==> src/rtl/skid_buffer.sv <==
// rtl/skid_buffer.sv - two-entry valid/ready skid buffer with synchronous flush
// Optional backpressure cycle counter under `SKID_BUFFER_STALL_CNT_EN`.
module skid_buffer #(
  parameter int width = 32
) (
  input  logic             clk_i,
  input  logic             rst_i,
  input  logic             flush_i,
  input  logic             in_valid_i,
  output logic             in_ready_o,
  input  logic [width-1:0] in_data_i,
  output logic             out_valid_o,
  input  logic             out_ready_i,
  output logic [width-1:0] out_data_o,
  output logic [31:0]      stall_cnt_o
);

  typedef enum logic [1:0] {
    EMPTY = 2'd0,
    FULL  = 2'd1,
    SKID  = 2'd2
  } state_t;

  state_t             state_q, state_d;
  logic [width-1:0]   main_q, main_d;
  logic [width-1:0]   skid_q, skid_d;
  logic               in_xfer;
  logic               out_xfer;

  // Ready depends only on state, so the consumer's ready never reaches the producer combinationally.
  assign out_valid_o = (state_q != EMPTY);
  assign in_ready_o  = (state_q != SKID);
  assign out_data_o  = main_q;

  assign in_xfer  = in_valid_i && in_ready_o;
  assign out_xfer = out_valid_o && out_ready_i;

  always_comb begin
    state_d = state_q;
    main_d  = main_q;
    skid_d  = skid_q;
    if (flush_i) begin
      state_d = EMPTY;
    end else begin
      unique case (state_q)
        EMPTY: begin
          if (in_xfer) begin
            state_d = FULL;
            main_d  = in_data_i;
          end
        end
        FULL: begin
          if (in_xfer && out_xfer) begin
            main_d = in_data_i;
          end else if (in_xfer) begin
            state_d = SKID;
            skid_d  = in_data_i;
          end else if (out_xfer) begin
            state_d = EMPTY;
          end
        end
        SKID: begin
          if (out_xfer) begin
            state_d = FULL;
            main_d  = skid_q;
          end
        end
        default: state_d = EMPTY;
      endcase
    end
  end

  always_ff @(posedge clk_i) begin
    if (rst_i) begin
      state_q <= EMPTY;
      main_q  <= '0;
      skid_q  <= '0;
    end else begin
      state_q <= state_d;
      main_q  <= main_d;
      skid_q  <= skid_d;
    end
  end

`ifdef SKID_BUFFER_STALL_CNT_EN
  logic [31:0] stall_q, stall_d;

  // Flush deliberately leaves the count alone; only reset clears it.
  always_comb begin
    stall_d = stall_q;
    if (out_valid_o && !out_ready_i) begin
      stall_d = stall_q + 32'd1;
    end
  end

  always_ff @(posedge clk_i) begin
    if (rst_i) begin
      stall_q <= '0;
    end else begin
      stall_q <= stall_d;
    end
  end

  assign stall_cnt_o = stall_q;
`else
  assign stall_cnt_o = '0;
`endif

endmodule
==> config.mk <==
export PLATFORM = sky130hd
export DESIGN_NAME = skid_buffer
export DESIGN_NICKNAME = d
export VERILOG_FILES = /design/src/rtl/skid_buffer.sv
export SDC_FILE = /design/constraint.sdc
export NUM_CORES = 1
export LEC_CHECK = 0
export BUFFER_PORTS_ARGS = -buffer_cell sky130_fd_sc_hd__buf_2
export CAP_MARGIN = 20
export CORE_MARGIN = 10
export CORE_UTILIZATION = 45
export CTS_CLUSTER_DIAMETER = 80
export CTS_CLUSTER_SIZE = 20
export DETAILED_ROUTE_END_ITERATION = 12
export GPL_TIMING_DRIVEN = 1
export PLACE_DENSITY_LB_ADDON = 0.15
export REMOVE_ABC_BUFFERS = 1
export SETUP_SLACK_MARGIN = 0.05
export SLEW_MARGIN = 20
export SYNTH_ARGS = -nofsm -noshare
export SYNTH_HDL_FRONTEND = slang
export SYNTH_SLANG_ARGS = --single-unit
==> constraint.sdc <==
create_clock -name clk_i -period 1.52 [get_ports clk_i]
set_clock_uncertainty 0.15 [all_clocks]
set_input_delay 0.228 -clock clk_i [delete_from_list [all_inputs] [get_ports clk_i]]
set_output_delay 0.228 -clock clk_i [all_outputs]
set_load 0.01 [all_outputs]
==> results.ini <==
[die]
fp.coreArea_sq_um=6720
die_area_sq_um=10500
ios=103
die_w_um=103
num_rows=30
start_util=0.457
fp.dieH_um=103

[timing]
fmax_mhz=623
maxSlewViolCount=0
post-route-period-util=1.06
rsz0062_at_grt=yes
finalWorstSetupSlack_ns=-0.0845
setup_viol_count_final=30
hold_viol_final=0
final.setup.tns_ns=-1.23
min_period_ns=1.60
holdWs_ns=0.0145

[clocking]
htreeDepth=3
numCtsBuffers=9
cts_tree=yes
cts.sink_count=66
path_clk_slew_ns=0.07
worst_skew_pair.late_latency_ns=0.32
cts_buffer_depth=2
root_buffer=clkbuf_8

[power_and_ir_drop]
total_power_mw=3.68
powerDensity_nw_per_um2=897
ir_worst_vdd_uv=624
leakagePower_nw=1.86

[route]
vias_per_cell=4.90
first_pass_iters=4
num_vias=2722
wl_um=8010
wl_per_cell_um=14.4
ant_nets=0
drt_iter0_drc=68
drc_errors=0

[cells_and_area]
n_antenna_cell=0
drive_above_1_share=0.288
layout.nets=507
syn_to_final_growth_pct=33.8
stdcell_count=555
postLayoutCoreUtil=0.611
stdcell_area_sq_um=4110

[synth]
netlist-cell-type-count=22
yosys.area.top_type=dfxtp_1
synth_warnings=0
synth_area_per_cell_sq_um=8.30
synthCells=370
synth.top_cell.area_share=0.430
synthTopCellsByArea=dfxtp_1 (43%), a21oi_1 (11%), mux2i_1 (10%)
yosys_register_bits=66
netlist_area_sq_um=3070
yosysSeqAreaShare=0.430

[placed_design]
placed_area_sq_um=3480
port_buffers=70
gp_congestion=0.727
hpwl_um=5420
dp.cells=509
place_ws_ns=-0.104

[global_routing]
grt_util_all_layers=0.147
grt-ovfl-total=0
grt_pass1_wl_um=12500
grt_max_degree=37
grt_pass1_vias=2615
antenna_found_initial=0

[worst_setup_path]
cp-start-kind=register
critical_path.max_fanout=36
worstPathArrival_ns=1.71
worst_ep_required_time_ns=1.63
end_kind=register
path_class=register to register

[hold_path]
min_path_type=primary input to register

[job]
max_cap_viol_count=0

[run_status]
status=finished with violations
violations=setup timing

cells in the mapped netlist:
master     instances
o22a_1             1
or2_2              1
a21oi_4            1
buf_4             33
clkbuf_1          24
nor3_2             1
and2b_1            1
a2111oi_0          1
mux2i_1           32
o21ai_0           26
or3_1             33
conb_1             1
buf_2              3
nand2_1           66
and3b_1            1
a21oi_1           65
nand2b_1           3
o21a_1             1
o21ai_1            6
buf_6              3
dfxtp_1           66
nor3_1             1
layer usage:
metal / global-route usage / share of wire / vias up
met5: 0 / 0 / -
met4: 0.0423 / 0.0035 / 0
met2: 0.257 / 0.50 / 64
met3: 0.0429 / 0.065 / 2
met1: 0.170 / 0.43 / 1258
li1: - / - / 1398
path summary, 6_finish.rpt:
| path | startpoint | to | slack, ns | cells past startpoint |
|---|---|---|---|---|
| worst min register to register | skid_q[5] | skid_q[5] | 0.30 | 2 |
| worst min-delay path | in_data_i[5] | skid_q[5] | 0.01 | 3 |
| worst max-delay path | state_q[1] | out_data_o[15] | -0.08 | 5 |
| worst max register to register | state_q[1] | out_data_o[15] | -0.08 | 5 |
cell usage in the layout (no fill, tap or decap):
cell            n
a2111oi_0       1
a21oi_1        45
a21oi_2        20
a21oi_4         1
and2b_2         1
and3b_1         1
buf_12          5
buf_2          68
buf_4          12
buf_6           4
buf_8           2
clkbuf_8       12
clkinv_2        2
clkinvlp_4      2
conb_1         32
dfxtp_1        64
dfxtp_4         2
dlygate4sd3_1  30
mux2i_1        32
nand2_1        66
nand2b_1        2
nand2b_4        1
nor3_1          1
nor3_4          1
o21a_1          1
o21ai_0        25
o21ai_1         7
o22a_1          1
or2_2           1
or3_1          30
or3_4           3
timing repair:
item	CTS	global route
pin swaps	0	11
setup buffers	0	0
setup endpoints to repair	66	67
endpoints found under the hold margin	30	0
gates resized for setup	8	30
hold buffers	30	0
worst max-delay path, stage by stage (launching register included):
cell     delay (ns)
dfxtp_4        0.37
and2b_2        0.25
a21oi_4        0.08
buf_12         0.17
or3_1          0.36
a21oi_2        0.15
kinds of logic (layout without fill, tap and decap cells):
kind of cell	Yosys count	count (layout)	synth area share
other	1	32	0.00122
multiplexers	32	32	0.104
buffers and inverters	63	137	0.126
flip-flops	66	66	0.430
AO/OA/AOI/OAI	101	101	0.172
AND/OR/NAND/NOR	107	107	0.166
area by class of cell:
| cell class | instances | area [sq um] |
|---|---|---|
| Tap cell | 80 | 100 |
| Multi-Input combinational cell | 272 | 1580 |
| Clock inverter | 4 | 25.0 |
| Fill cell | 620 | 2610 |
| Clock buffer | 12 | 165 |
| Sequential cell | 66 | 1330 |
| Timing Repair Buffer | 121 | 906 |
state kept, by name (all words and copies together) (netlist names):
| register | count |
|---|---|
| skid_q | 32 |
| state_q | 2 |
| out_data_o | 32 |
power by group:
group | total, mW | internal [mW] | switching [mW]
logic | 0.506 | 0.234 | 0.273
clock network | 1.38 | 0.720 | 0.657
registers | 1.80 | 1.78 | 0.0242
No activity file was read; power rests on OpenSTA's default activity.
